[config.mk]
export PLATFORM = sky130hd
export DESIGN_NAME = rom_arbiter
export DESIGN_NICKNAME = d
export VERILOG_FILES = /design/src/rtl/rom_arbiter.sv
export SDC_FILE = /design/constraint.sdc
export NUM_CORES = 1
export LEC_CHECK = 0
export CAP_MARGIN = 20
export CORE_ASPECT_RATIO = 0.9
export CORE_UTILIZATION = 30
export CTS_CLUSTER_DIAMETER = 80
export DETAILED_ROUTE_END_ITERATION = 10
export GPL_TIMING_DRIVEN = 0
export HOLD_SLACK_MARGIN = 0.1
export PLACE_DENSITY = 0.61
export SLEW_MARGIN = 20
export SYNTH_ARGS = -nofsm -noshare
export SYNTH_HDL_FRONTEND = slang
export SYNTH_SLANG_ARGS = --single-unit
[constraint.sdc]
create_clock -name clk -period 2 [get_ports clk]
set_input_delay 0.5 -clock clk [delete_from_list [all_inputs] [get_ports clk]]
set_output_delay 0.5 -clock clk [all_outputs]
set_load 0.02 [all_outputs]
[src/rtl/rom_arbiter.sv]
// Round-robin, burst-granular arbiter sharing one synchronous ROM macro
// between two word-addressed requesters with valid/ready response handshakes.
module rom_arbiter #(
  parameter int ADDR_W = 12,
  parameter int DATA_W = 32,
  parameter int LEN_W  = 4
) (
  input  logic              clk,
  input  logic              rst,
  input  logic              p0_req_valid,
  output logic              p0_req_ready,
  input  logic [ADDR_W-1:0] p0_req_addr,
  input  logic [LEN_W-1:0]  p0_req_len,
  output logic              p0_resp_valid,
  input  logic              p0_resp_ready,
  output logic              p0_resp_last,
  input  logic              p1_req_valid,
  output logic              p1_req_ready,
  input  logic [ADDR_W-1:0] p1_req_addr,
  input  logic [LEN_W-1:0]  p1_req_len,
  output logic              p1_resp_valid,
  input  logic              p1_resp_ready,
  output logic              p1_resp_last,
  output logic [DATA_W-1:0] resp_data,
  input  logic [DATA_W-1:0] ROM_out_i,
  output logic              ROM_en_o,
  output logic              ROM_read_o,
  output logic [ADDR_W-1:0] ROM_addr_o,
  output logic              busy
);

  typedef enum logic [1:0] {IDLE, LOAD, DATA} state_t;

  state_t            r_state;
  logic              r_last1;
  logic              r_owner;
  logic [ADDR_W-1:0] r_base;
  logic [ADDR_W-1:0] r_cur_addr;
  logic [LEN_W-1:0]  r_len;
  logic [LEN_W-1:0]  r_cnt;

  logic w_idle;
  logic w_data;
  logic w_win0;
  logic w_win1;
  logic w_hs;
  logic w_last;

  // Grants are qualified by rst so no ready leaks out while reset is held.
  assign w_idle = (r_state == IDLE) & rst;
  assign w_data = (r_state == DATA);
  assign w_win0 = w_idle & p0_req_valid & (~p1_req_valid | r_last1);
  assign w_win1 = w_idle & p1_req_valid & (~p0_req_valid | ~r_last1);
  assign w_hs   = w_data & (r_owner ? p1_resp_ready : p0_resp_ready);
  assign w_last = (r_cnt == r_len);

  assign p0_req_ready  = w_win0;
  assign p1_req_ready  = w_win1;
  assign p0_resp_valid = w_data & ~r_owner;
  assign p1_resp_valid = w_data &  r_owner;
  assign p0_resp_last  = w_data & ~r_owner & w_last;
  assign p1_resp_last  = w_data &  r_owner & w_last;
  assign resp_data     = w_data ? ROM_out_i : '0;
  assign ROM_en_o      = (r_state == LOAD) | w_data;
  assign ROM_read_o    = (r_state == LOAD) | w_data;
  assign busy          = (r_state != IDLE);

  // Prefetching the next address on a handshake keeps beats back-to-back;
  // holding it on a stall keeps ROM_out_i stable.
  always_comb begin
    ROM_addr_o = '0;
    case (r_state)
      LOAD:    ROM_addr_o = r_base;
      DATA:    ROM_addr_o = w_hs ? r_cur_addr + ADDR_W'(1) : r_cur_addr;
      default: ROM_addr_o = '0;
    endcase
  end

  always_ff @(posedge clk or negedge rst) begin
    if (!rst) begin
      r_state    <= IDLE;
      r_last1    <= 1'b1;
      r_owner    <= 1'b0;
      r_base     <= '0;
      r_cur_addr <= '0;
      r_len      <= '0;
      r_cnt      <= '0;
    end else begin
      case (r_state)
        IDLE: begin
          if (w_win0 | w_win1) begin
            r_owner    <= w_win1;
            r_base     <= w_win1 ? p1_req_addr : p0_req_addr;
            r_cur_addr <= w_win1 ? p1_req_addr : p0_req_addr;
            r_len      <= w_win1 ? p1_req_len : p0_req_len;
            r_cnt      <= '0;
            r_state    <= LOAD;
          end
        end
        LOAD: r_state <= DATA;
        DATA: begin
          if (w_hs) begin
            r_cur_addr <= r_cur_addr + ADDR_W'(1);
            r_cnt      <= r_cnt + LEN_W'(1);
            if (w_last) begin
              r_last1 <= r_owner;
              r_state <= IDLE;
            end
          end
        end
        default: r_state <= IDLE;
      endcase
    end
  end

endmodule

* Word level (Yosys, flattened, before mapping) *
Cells that the tools add are included.

operators by class
  $add $sub $neg = 2
  equal/unequal tests = 6
  mux-type cells = 15
  bitwise gates (word level) = 18
  reductions and logical operators = 8

operators with widths
  operator               number
  $pmux 12 s2            2
  $mux 12                3
  $mux 32                1
  $add 12x1->12 const B  1
  $mux 4                 3
  $and 1x1->1            10
  $reduce_and 3->1       3
  $pmux 4 s2             1
  $mux 2                 3
  $ne 2x1->1 const B     3
  $pmux 2 s3             1
  $add 4x1->4 const B    1
  $eq 4x4->1             1
  $not 1->1              4
  $or 1x1->1             4
  $reduce_and 2->1       2
  $reduce_bool 2->1      2
  $eq 2x1->1 const B     1
  $eq 2x2->1 const B     1
  $logic_not 2->1        1
  $mux 1                 1

storage, ports and cells
  bits in registers = 36
  input port bits = 70
  output and inout port bits = 53
  word-level logic and storage cells = 56

* Longest topological paths before layout *
  word-level depth = 7
  gate-level depth with buffers = 8
  gate-level depth less buffers = 8

* Worst setup path after synthesis *
No wires, ideal clock.

  kind = reg2out
  start point = register r_state[0]
  end point = output ROM_addr_o[6]
  arrival = 1.930 ns
  data required time = 1.500 ns
  setup slack = -0.430 ns
  cell stages (with the launch flop) = 8
  path buffers = 2
  path through = dfrtp_1 > inv_1 > ha_1 > clkbuf_1 > clkbuf_1 > nand4_1 > xor2_1 > o21ai_0

on the way
  cells in the longest elaborated chain, start to end = 4
  elaborated cells on any way between the ends = 5
  those cells by class = eq/ne: 2; mux: 2; bitwise: 1

ends and longest elaborated chain
  what                    RTL line  text
  from (decl)             34        state_t r_state;
  from (signal assigned)  81        r_state <= IDLE;
  from (signal assigned)  97        r_state <= LOAD;
  from (signal assigned)  100       LOAD: r_state <= DATA;
  $eq 2x2->1              51, 72
  $and 1x1->1             54        assign w_hs = w_data & (r_owner ? p1_resp_ready : p0_resp_ready);
  $mux 12                 --
  $pmux 12 s2 (*)         72        case (r_state)
  to (decl)               28        output logic [ADDR_W-1:0] ROM_addr_o,

Mark *: on every way between the ends. The rest lies on a longest branch, timed or not.

* Worst setup path after layout *
  start point = register r_cur_addr[2]
  end point = output ROM_addr_o[11]

on the way
  cells in the longest elaborated chain, start to end = 3

ends and longest elaborated chain
  what                    RTL line  text
  from (decl)             38        logic [ADDR_W-1:0] r_cur_addr;
  from (signal assigned)  94        r_cur_addr <= w_win1 ? p1_req_addr : p0_req_addr;
  from (signal assigned)  103       r_cur_addr <= r_cur_addr + ADDR_W'(1);
  $add 12x1->12           74        DATA: ROM_addr_o = w_hs ? r_cur_addr + ADDR_W'(1) : r_cur_addr;
  $mux 12                 --
  $pmux 12 s2             72

Every way passes these cells.

==> reports/results.ini <==
[outcome]
status = finished, violations left
violations = setup timing

[global_routing]
grt_overflow = 0
grt_max_degree = 29
grt_pass1_wl_mm = 16.7
grt_antenna_before_repair = 0
first_global_vias = 3200
grtUsageTotal_pct = 23.4

[yosys]
ys_ff_latch = 36
avgSynthCellArea_sq_um = 8.25
synth_edf_count = 0
syn_inst = 335
synth.distinct_cells = 54
yosys_warnings = 0
ys_seq_area_share_pct = 32.6
synth-main-ff-cell = dfrtp_1
synth-async-reset-ratio_pct = 100
synth_nets = 412
syn_area_sq_um = 2770

[route]
avgViaCountPerCell = 5.30
drt_iter0_markers = 268
wl_met2_mm = 6.24
drt-total-wl_mm = 12.5
remaining_drc_errors = 0
wl_per_cell_um = 18.7
dr.max_layer_used = met4
dr.pass1.iters = 4
final_antenna_net_count = 0
wl_met1_mm = 4.98
route.met3.wl_um = 971
dr_total_vias = 3531

[clock_network]
ctsHtreeMaxLevel = 2
cts_root_buf = clkbuf_8
cts_tree = yes
clk_pin_slew_worst_paths_ns = 0.08
cts_buffer_depth = 2
cts_made_buffers = 5
clock_latency_ns = 0.30
cts_sinks = 36

[layout]
fin_util_pct = 65.8
layout_common_cells = buf_4, buf_6, clkdlybuf4s50_1
mostFrequentLayoutCell = buf_4
drive_above_1_share_pct = 52.5
design_area_sq_um = 5770
diodes = 0
fin_nets = 623
area.growth.synth_to_final_pct = 109

[worst_setup_path]
reg2reg_depth = 12
critPathArrivalTime_ns = 2.02
startpoint_type = register
reg2reg_to = r_cur_addr[0]$_DFFE_PN0P_
reg2reg_slack_ns = -0.14
path_class = register to primary output
cp.required_ns = 1.50
crit_path_max_fanout = 8
worstSetupEndpointType = primary output
reg2reg_from = r_state[0]$_DFFE_PN0P_

[place]
portBuffers = 122
dpl-instance-area_sq_um = 4190
gp_congestion = 0.850
dp.final_hpwl_mm = 7.09

[timing]
max_freq_mhz = 397
period_share_pct = 126
hold_violations = 0
worst-slew-pin-transition_ns = 0.607
setup_viol = 66
slew_headroom_pct = 59.4
slew_violations = 0
rsz0062_at_grt = true
finClkSkew_ns = 0.0134
period_needed_ns = 2.52
worst_slack_ns = -0.521

[die]
die_area_sq_um = 9610
pin_count = 123
die_h_um = 93.1
core_sq_um = 8770
die_w_um = 103
rows = 32
initial_utilization_pct = 31.5

[power]
p_leak_nw = 2.59
power_density_nw_per_um2 = 1420
ir_worst_vdd_mv = 0.814

[worst_hold_path]
hold_path_class = input pin to async pin

[flow_run]
maxCapViolations = 0

-- worst max-delay path: stages (launching register included) --
cell,delay (ns)
dfrtp_1,0.34
buf_6,0.14
nand4_1,0.15
buf_4,0.20
nor4_4,0.33
xor2_1,0.21
a22oi_2,0.10
nor2b_2,0.13
buf_6,0.12
-- cell type report --
class / count / area, sq um
clock buffers: 5 / 68.8
well taps: 119 / 149
fillers: 658 / 3000
multi-input cells: 263 / 2180
inverters: 10 / 57.6
repair buffers: 208 / 2080
plain buffers: 22 / 302
flip-flops and latches: 36 / 908
clock inverters: 3 / 18.8
-- registers in the layout, indices dropped and copies added (netlist names) --
signal / cells
r_base: 12
r_len: 4
r_state: 2
r_owner: 1
r_cnt: 4
r_last1: 1
r_cur_addr: 12
-- cell families (layout without fill, tap and decap cells) --
logic type / count (synthesis) / in the layout / synth area share, %
adders and majority gates: 7 / 7 / 3.17
and+or+nand+nor: 144 / 144 / 29.0
xor gates and xnor gates: 15 / 15 / 4.75
DFF: 36 / 36 / 32.6
muxes: 11 / 11 / 4.57
buffers and inverters: 36 / 248 / 5.61
AOI/OAI and AO/OA: 86 / 86 / 20.3
-- layer usage --
metal  track usage [%]  vias up
met5                 0        -
met4              7.75        0
met3              3.29       27
met2              39.6      206
met1              30.4     1690
li1                  -     1608
-- through the flow --
stage	cells	hold WS (ns)	setup slack (ns)	TNS (ns)	power [mW]
CTS	641	0.156	-0.463	-12.98	7.17
global route	666	0.151	-0.626	-19.94	8.60
detailed placement	577	0.418	-1.18	-61.32	5.23
global placement	576	0.468	-2.49	-132.27	5.15
finish	666	0.146	-0.521	-15.67	8.20
floorplan	335	0.204	-0.0686	-0.272	3.78
-- worst max-delay path by stage --
stage,slack (ns),depth (start not counted),from,to
6_report,-0.52,8,r_cur_addr[2]$_DFFE_PN0P_,ROM_addr_o[11]
5_1_grt,-0.63,8,r_state[0]$_DFFE_PN0P_,ROM_addr_o[11]
4_1_cts,-0.46,7,r_owner$_DFFE_PN0P_,ROM_addr_o[11]
3_5_place_dp,-1.18,7,p0_resp_ready,ROM_addr_o[4]
3_3_place_gp,-2.49,5,rst,p1_req_ready
2_1_floorplan,-0.07,5,r_cur_addr[0]$_DFFE_PN0P_,ROM_addr_o[11]
-- repair_timing --
item / 4_1_cts / 5_1_grt
resized for setup: 440 / 102
buffers inserted: 54 / 33
gates cloned: 4 / 3
endpoints found under the hold margin: 11 / 0
setup endpoints to repair: 85 / 76
hold buffers: 1 / 0
pin swaps: 21 / 47
-- synth_stat cells (3+ instances only) --
library cell / count / area (sq um)
a22oi_1: 8 / 60.1
nand3_1: 11 / 55.1
a31oi_1: 7 / 43.8
nor3_1: 6 / 30.0
nor2b_1: 7 / 43.8
ha_1: 7 / 87.6
buf_2: 6 / 30.0
nand2_1: 36 / 135
a211o_1: 3 / 26.3
o31ai_1: 3 / 22.5
nand4_1: 10 / 62.6
mux2_2: 3 / 33.8
and2_1: 33 / 206
a21o_1: 5 / 37.5
nor2_1: 23 / 86.3
and3_1: 3 / 18.8
dfrtp_1: 35 / 876
clkbuf_1: 15 / 56.3
xor2_1: 10 / 87.6
xnor2_1: 5 / 43.8
a211oi_1: 4 / 30.0
o21a_1: 3 / 22.5
a21oi_1: 17 / 85.1
mux2i_1: 7 / 70.1
inv_1: 9 / 33.8
o21ai_0: 24 / 120
-- where the power goes --
group          total (mW)  switching (mW)  internal, mW
clock network       0.541           0.298         0.243
logic                6.27            3.01          3.26
registers            1.38           0.301          1.08
(Power assumes the default switching activity.)
